<file path="src/rtl/my_iabc_polar.sv">
// Phase currents (ia, ib) to polar vector (phase, magnitude): Clarke transform
// followed by a sequential vectoring-mode CORDIC, one conversion per start strobe.
module my_iabc_polar #(
    parameter int ITER = 16,
    parameter int W    = 20
) (
    input  logic        clk,
    input  logic        rst_n,
    input  logic        start,
    input  logic [15:0] ia_i,
    input  logic [15:0] ib_i,
    output logic        busy,
    output logic        valid,
    output logic [15:0] ph_o,
    output logic [15:0] mag_o
);

    localparam int IW = $clog2(ITER);

    typedef enum logic [2:0] {
        S_IDLE,
        S_CLARKE,
        S_PREROT,
        S_ITER,
        S_SCALE
    } state_t;

    state_t                state_q, state_d;
    logic signed [15:0]    ia_q, ia_d;
    logic signed [15:0]    ib_q, ib_d;
    logic signed [W-1:0]   alpha_q, alpha_d;
    logic signed [W-1:0]   beta_q, beta_d;
    logic signed [W-1:0]   x_q, x_d;
    logic signed [W-1:0]   y_q, y_d;
    logic [15:0]           z_q, z_d;
    logic [IW-1:0]         it_q, it_d;
    logic                  zero_q, zero_d;
    logic                  busy_q, busy_d;
    logic                  valid_q, valid_d;
    logic [15:0]           ph_q, ph_d;
    logic [15:0]           mag_q, mag_d;

    logic signed [17:0]    sum18;
    logic signed [35:0]    beta_p;
    logic [W+15:0]         mag_p;
    logic [W-1:0]          mag_sh;
    logic signed [W-1:0]   xs, ys;

    function automatic logic [15:0] atan_lut(input logic [IW-1:0] i);
        logic [15:0] a;
        case (int'(i))
            0:       a = 16'd8192;
            1:       a = 16'd4836;
            2:       a = 16'd2555;
            3:       a = 16'd1297;
            4:       a = 16'd651;
            5:       a = 16'd326;
            6:       a = 16'd163;
            7:       a = 16'd81;
            8:       a = 16'd41;
            9:       a = 16'd20;
            10:      a = 16'd10;
            11:      a = 16'd5;
            12:      a = 16'd3;
            13:      a = 16'd1;
            14:      a = 16'd1;
            default: a = 16'd0;
        endcase
        return a;
    endfunction

    // beta = (ia + 2*ib) / sqrt(3), with 37837/65536 approximating 1/sqrt(3)
    assign sum18  = {{2{ia_q[15]}}, ia_q} + {ib_q[15], ib_q, 1'b0};
    assign beta_p = sum18 * 18'sd37837;
    assign mag_p  = {16'b0, x_q} * {{W{1'b0}}, 16'd39797};
    assign mag_sh = W'(mag_p >> 16);
    assign xs     = x_q >>> it_q;
    assign ys     = y_q >>> it_q;

    always_comb begin
        state_d = state_q;
        ia_d    = ia_q;
        ib_d    = ib_q;
        alpha_d = alpha_q;
        beta_d  = beta_q;
        x_d     = x_q;
        y_d     = y_q;
        z_d     = z_q;
        it_d    = it_q;
        zero_d  = zero_q;
        valid_d = 1'b0;
        ph_d    = ph_q;
        mag_d   = mag_q;

        case (state_q)
            S_IDLE: begin
                if (start) begin
                    ia_d    = ia_i;
                    ib_d    = ib_i;
                    state_d = S_CLARKE;
                end
            end
            S_CLARKE: begin
                alpha_d = W'(ia_q);
                beta_d  = W'(beta_p >>> 16);
                state_d = S_PREROT;
            end
            S_PREROT: begin
                // Fold the left half-plane onto the right so CORDIC converges
                if (alpha_q < 0) begin
                    x_d = -alpha_q;
                    y_d = -beta_q;
                    z_d = 16'h8000;
                end else begin
                    x_d = alpha_q;
                    y_d = beta_q;
                    z_d = '0;
                end
                zero_d  = (alpha_q == '0) && (beta_q == '0);
                it_d    = '0;
                state_d = S_ITER;
            end
            S_ITER: begin
                if (!y_q[W-1]) begin
                    x_d = x_q + ys;
                    y_d = y_q - xs;
                    z_d = z_q + atan_lut(it_q);
                end else begin
                    x_d = x_q - ys;
                    y_d = y_q + xs;
                    z_d = z_q - atan_lut(it_q);
                end
                it_d = it_q + 1'b1;
                if (it_q == IW'(ITER - 1)) begin
                    state_d = S_SCALE;
                end
            end
            S_SCALE: begin
                if (zero_q) begin
                    ph_d  = '0;
                    mag_d = '0;
                end else begin
                    ph_d  = z_q;
                    mag_d = (|mag_sh[W-1:15]) ? 16'h7FFF : mag_sh[15:0];
                end
                valid_d = 1'b1;
                state_d = S_IDLE;
            end
            default: state_d = S_IDLE;
        endcase

        busy_d = (state_d != S_IDLE);
    end

    always_ff @(posedge clk or negedge rst_n) begin
        if (!rst_n) begin
            state_q <= S_IDLE;
            ia_q    <= '0;
            ib_q    <= '0;
            alpha_q <= '0;
            beta_q  <= '0;
            x_q     <= '0;
            y_q     <= '0;
            z_q     <= '0;
            it_q    <= '0;
            zero_q  <= 1'b0;
            busy_q  <= 1'b0;
            valid_q <= 1'b0;
            ph_q    <= '0;
            mag_q   <= '0;
        end else begin
            state_q <= state_d;
            ia_q    <= ia_d;
            ib_q    <= ib_d;
            alpha_q <= alpha_d;
            beta_q  <= beta_d;
            x_q     <= x_d;
            y_q     <= y_d;
            z_q     <= z_d;
            it_q    <= it_d;
            zero_q  <= zero_d;
            busy_q  <= busy_d;
            valid_q <= valid_d;
            ph_q    <= ph_d;
            mag_q   <= mag_d;
        end
    end

    assign busy  = busy_q;
    assign valid = valid_q;
    assign ph_o  = ph_q;
    assign mag_o = mag_q;

endmodule
</file>
<file path="config.mk">
export PLATFORM = sky130hd
export DESIGN_NAME = my_iabc_polar
export DESIGN_NICKNAME = d
export VERILOG_FILES = /design/src/rtl/my_iabc_polar.sv
export SDC_FILE = /design/constraint.sdc
export NUM_CORES = 1
export LEC_CHECK = 0
export ABC_CLOCK_PERIOD_IN_PS = 10400
export CAP_MARGIN = 10
export CORE_UTILIZATION = 40
export CTS_BUF_LIST = sky130_fd_sc_hd__clkbuf_4 sky130_fd_sc_hd__clkbuf_8
export CTS_CLUSTER_SIZE = 25
export DETAILED_ROUTE_END_ITERATION = 12
export RECOVER_POWER = 25
export SLEW_MARGIN = 20
export SYNTH_ARGS = -nofsm -noshare
export SYNTH_HDL_FRONTEND = slang
export SYNTH_SLANG_ARGS = --single-unit
</file>
<file path="constraint.sdc">
create_clock -name clk -period 10.4 [get_ports clk]
set_input_delay 1.04 -clock clk [delete_from_list [all_inputs] [get_ports clk]]
set_output_delay 1.04 -clock clk [all_outputs]
set_load 0.05 [all_outputs]
</file>
Word-level counts from Yosys, hierarchy flattened:

Memory sizes are Yosys's and may differ from the RTL's.
Index checks and enable logic that the tools add are counted.

* add/sub/neg operators: 10
* multipliers: 2
* $lt $le $gt $ge: 1
* eq/ne operators: 5
* shift operators: 2
* muxes and demuxes: 21
* reductions and logical operators: 8

Operators by type and width (number)
* 16-bit 2-to-1 mux: 9
* 20-bit 2-to-1 mux: 4
* 20-bit one-hot mux with 2 select lines: 2
* 20-bit adder: 2
* 20-bit logical NOT: 2
* 20-bit by 4-bit >>> shifter with 20-bit output: 2
* 20-bit subtractor: 2
* 20-bit by 16-bit multiplier with 36-bit output (second input constant): 1
* 18-bit by 17-bit multiplier with 35-bit output (second input constant): 1
* 16-bit one-hot mux with 2 select lines: 1
* 16-bit negation with 20-bit output: 1
* 20-bit negation: 1
* 16-bit by 17-bit adder with 18-bit output: 1
* 16-bit adder: 1
* 16-bit by 1-bit less-than comparator with 1-bit output (second input constant): 1
* 16-bit subtractor: 1
* 3-bit one-hot mux with 4 select lines: 1
* 4-bit one-hot mux with 2 select lines: 1
* 3-bit by 2-bit == test with 1-bit output (second input constant): 2
* 3-bit 2-to-1 mux: 2
* 5-bit OR reduction: 1
* 4-bit by 1-bit adder with 4-bit output (second input constant): 1
* 4-bit == test (second input constant): 1
* 3-bit by 1-bit == test with 1-bit output (second input constant): 1
* other kinds (7): 7

* bits in registers: 166
* bits in read-only memories: 448
* output and inout port bits: 34
* memories kept: 2

Memories
* (no name shown): words 16, width 14, read ports 1, clocked after memory_dff 0, write ports 0, line 51 `case (int'(i))`
* (no name shown): words 16, width 14, read ports 1, clocked after memory_dff 0, write ports 0, line 51

Logic depth before layout (Yosys ltp):

An unclocked memory read counts as a cell.

* depth after elaboration: 6
* gate-level depth with buffers: 31
* mapped depth without buffers: 31

Worst setup path before layout:

Ideal clock, no wire load.

* path type: register to register
* from: register ia_q[14]
* to: register beta_q[13]
* library setup time: 0.136 ns
* data arrival time: 7.261 ns
* required time: 10.264 ns
* setup slack: 3.003 ns
* cell stages (with the launch flop): 28
* path buffers: 2
* clock period less this slack: 7.397 ns
* cell sequence: dfrtp_1 > ha_1 > clkbuf_1 > a21o_1 > a211oi_1 > or3b_2 > o21bai_1 > clkbuf_1 > ha_1 > ha_1 > inv_1 > fa_1 > inv_1 > fa_1 > fa_1 > inv_1 > fa_1 > inv_1 > ha_1 > a21o_1 > a21oi_1 > o21a_1 > a21oi_1 > a221o_1 > a21o_1 > a21oi_1 > xor2_1 > o21ai_0

* cells in the longest elaborated chain, start to end: 2

RTL lines
* from (decl): line 29 `logic signed [15:0] ia_q, ia_d;`
* from (signal assigned): line 173 `ia_q <= ia_d;`
* 16-bit by 17-bit adder with 18-bit output: line 73 `assign sum18 = {{2{ia_q[15]}}, ia_q} + {ib_q[15], ib_q, 1'b0};`
* 18-bit by 17-bit multiplier with 35-bit output: line 74 `assign beta_p = sum18 * 18'sd37837;`
* to (signal assigned): line 176 `beta_q <= beta_d;`
* to (decl): line 32 `logic signed [W-1:0] beta_q, beta_d;`

Every way passes these cells.
A chain may end at the register's enable or synchronous reset.

Final worst setup path:

* from: register ia_q[1]
* to: register beta_q[13]

The elaborated chain is that of the path after synthesis.

==> qor.yml <==
status:
  violations: "capacitance limit, slew limit"
  status: "finished with violations"
timing:
  slew_viol_final: 154
  setup_tns_ps: 0
  fin_crit_sh: 0.778
  worst_pin_slew_ps: 3080
  final.min_clock_period_ps: 8090
  rsz0062_at_grt: "false"
  slew_headroom: -1.05
  fmax_ghz: 0.124
  setup_violations: 0
  clock_skew_ps: 20.9
  hold_violations: 0
critical_path:
  reg2regPathDepth: 29
  startpoint_type: "register"
  cp_max_fo: 7
  cp_data_required_time_ps: 10820
  worstPathArrival_ps: 8520
  critPathCaptureType: "register"
  crit_slowest_cell: "xnor2_1"
  critPathKind: "reg -> reg"
  crit_path_frequent_cell: "fa_1"
  slowest_delay_ps: 610
clock_network:
  cts_resized: 0
  cts_root_buffer: "clkbuf_8"
  path_clk_slew_ps: 100
  cts_tree: "done"
  hold_buffers: 0
  clock_latency_ps: 580
  cts.sinks: 165
  clk_path_buf_depth: 2
  h-tree-depth: 4
  numCtsBuffers: 17
  cts_setup_buffers: 0
yosys:
  synth_top_area_share: 0.194
  yosys.cell_count.top_type: "inv_1"
  synthFlopType: "dfrtp_1"
  ys_top_cells_by_area: "fa_1 19%, ha_1 17%, dfrtp_1 16%, inv_1 7.4%, mux4_2 3.8%"
  synth_seq_cells: 165
  syn_area_um2: 25200
  synth.net_count: 3359
  synth_area_leader_cell: "fa_1"
  synth.distinct_cells: 87
  async_reset_ff_frac: 1.00
  yosysWarningCount: 0
  netlist_top_cells_count: "494 x inv_1, 351 x ha_1, 244 x fa_1"
  avgSynthCellArea_um2: 9.22
  synth_edf_count: 0
  synth_seq_area_share: 0.164
  synthCells: 2729
job:
  cap_violations: 3
detailed_routing:
  drt-total-wl_um: 61900
  ant_nets: 0
  wl_met2_um: 30500
  top_layer_used: "met5"
  wl_per_cell_um: 17.2
  num_vias: 19000
  drc: 0
  m1WireLength_um: 28300
  wl_met3_um: 2200
  drt_pre_antenna_iters: 5
  drt-vias-per-instance: 5.28
  drt_iter0_drc: 1046
global_routing:
  grt_pass1_vias: 19300
  track_usage: 0.202
  grt_overflow_total: 0
  grt_pass1_wl_um: 102000
  grt_max_degree: 75
  grt_antenna_before_repair: 2
floorplan:
  ios: 69
  start_util: 0.406
  num_rows: 91
  die_x_um: 253
  coreArea_um2: 61900
  die_h_um: 253
  dieArea_um2: 63900
final_layout:
  final_cells: 3603
  area_growth_pct: 7.64
  drive_above_1_share: 0.0673
  finish.net_count: 3383
placed_design:
  place_inst: 3571
  dp.final_hpwl_um: 50000
  place_congestion: 0.924
  port_buffers: 68
min_path:
  min_path_cells: 2
  hold_class: "reg -> reg"
[flip-flops by register name, summed over array words and instances, names as in the netlist]
register	cells
mag_o	16
busy	1
it_q	4
y_q	20
state_q	3
valid	1
ia_q	16
ph_o	16
ib_q	16
zero_q	1
z_q	16
x_q	20
beta_q	19
alpha_q	16
[through the flow]
step / hold slack, ps / utilization / cell area (µm²) / setup WS, ps
detailed placement: 469 / 0.431 / 26700 / 2280
finish: 482 / 0.437 / 27100 / 2310
CTS: 387 / 0.437 / 27100 / 2260
floorplan: 473 / - / 25200 / 3000
global placement: 460 / 0.431 / 26700 / 2430
global route: 504 / 0.437 / 27100 / 1710
[path summary, 6_finish.rpt]
kind	start	endpoint	slack, ps
setup reg to reg	ia_q[1]	beta_q[13]	2310
min in group asynchronous	rst_n	x_q[9]	1470
setup / recovery	ia_q[1]	beta_q[13]	2310
hold / removal	ph_o[9]	ph_o[9]	480
hold reg to reg	ph_o[9]	ph_o[9]	480
max in group asynchronous	rst_n	it_q[0]	5140
[worst max-delay path: cells and delay by family, from the launching register on]
family,cells,cell delay [ps]
adders and majority gates,8,3370
AOI/OAI and AO/OA,11,2490
xor gates and xnor gates,3,1060
DFF,1,400
buffers and inverters,5,320
and+or+nand+nor,2,270
[routing by layer]
layer / GRT usage / up-vias
met3: 0.0299 / 56
met1: 0.265 / 9404
li1: - / 9227
met2: 0.350 / 349
met5: 0 / -
met4: 0.0454 / 2
[cell usage in the layout (no fill, tap or decap), types with 7 or more instances in the layout]
master,count
nor2_1,119
nand2_1,174
mux2i_1,27
nor3_1,40
clkdlybuf4s50_1,67
fa_1,244
nand3_1,24
o21a_1,22
and3_1,19
xnor2_1,104
o22ai_1,7
mux4_2,43
clkbuf_8,18
nand3b_1,7
buf_4,21
o21bai_1,8
o21ai_0,160
nor2b_1,14
o31ai_1,21
mux2_2,59
inv_1,494
a21o_1,43
and2_1,18
dfrtp_1,163
nand2b_1,27
or2_2,7
or3_1,12
a221o_1,8
or4_1,8
ha_1,351
a21oi_1,168
a31oi_1,26
nand4_1,9
xor2_1,89
o211ai_1,13
a211oi_1,18
[cell families (layout without fill, tap and decap cells)]
| group | count (synthesis) | in the layout | synth area share |
|---|---|---|---|
| other | 0 | 1 | 0 |
| buffers and inverters | 583 | 619 | 0.0892 |
| AOI/OAI and AO/OA | 548 | 548 | 0.132 |
| and+or+nand+nor | 514 | 514 | 0.101 |
| xor gates and xnor gates | 193 | 193 | 0.0672 |
| muxes | 131 | 131 | 0.0772 |
| adders and majority gates | 595 | 595 | 0.369 |
| DFF | 165 | 165 | 0.164 |
[area by class of cell]
type                    instances  area, µm²
fillers                      6103      34900
multi-input cells            1981      18800
flip-flops and latches        165       4130
inverters                     498       1870
well taps                     837       1050
repair buffers                 90        836
clock buffers                  20        263
clock inverters                11        128
diodes                          1       2.50
Power is not shown: default switching activity piles up to over one toggle a cycle in this logic, so the estimate is an artifact.
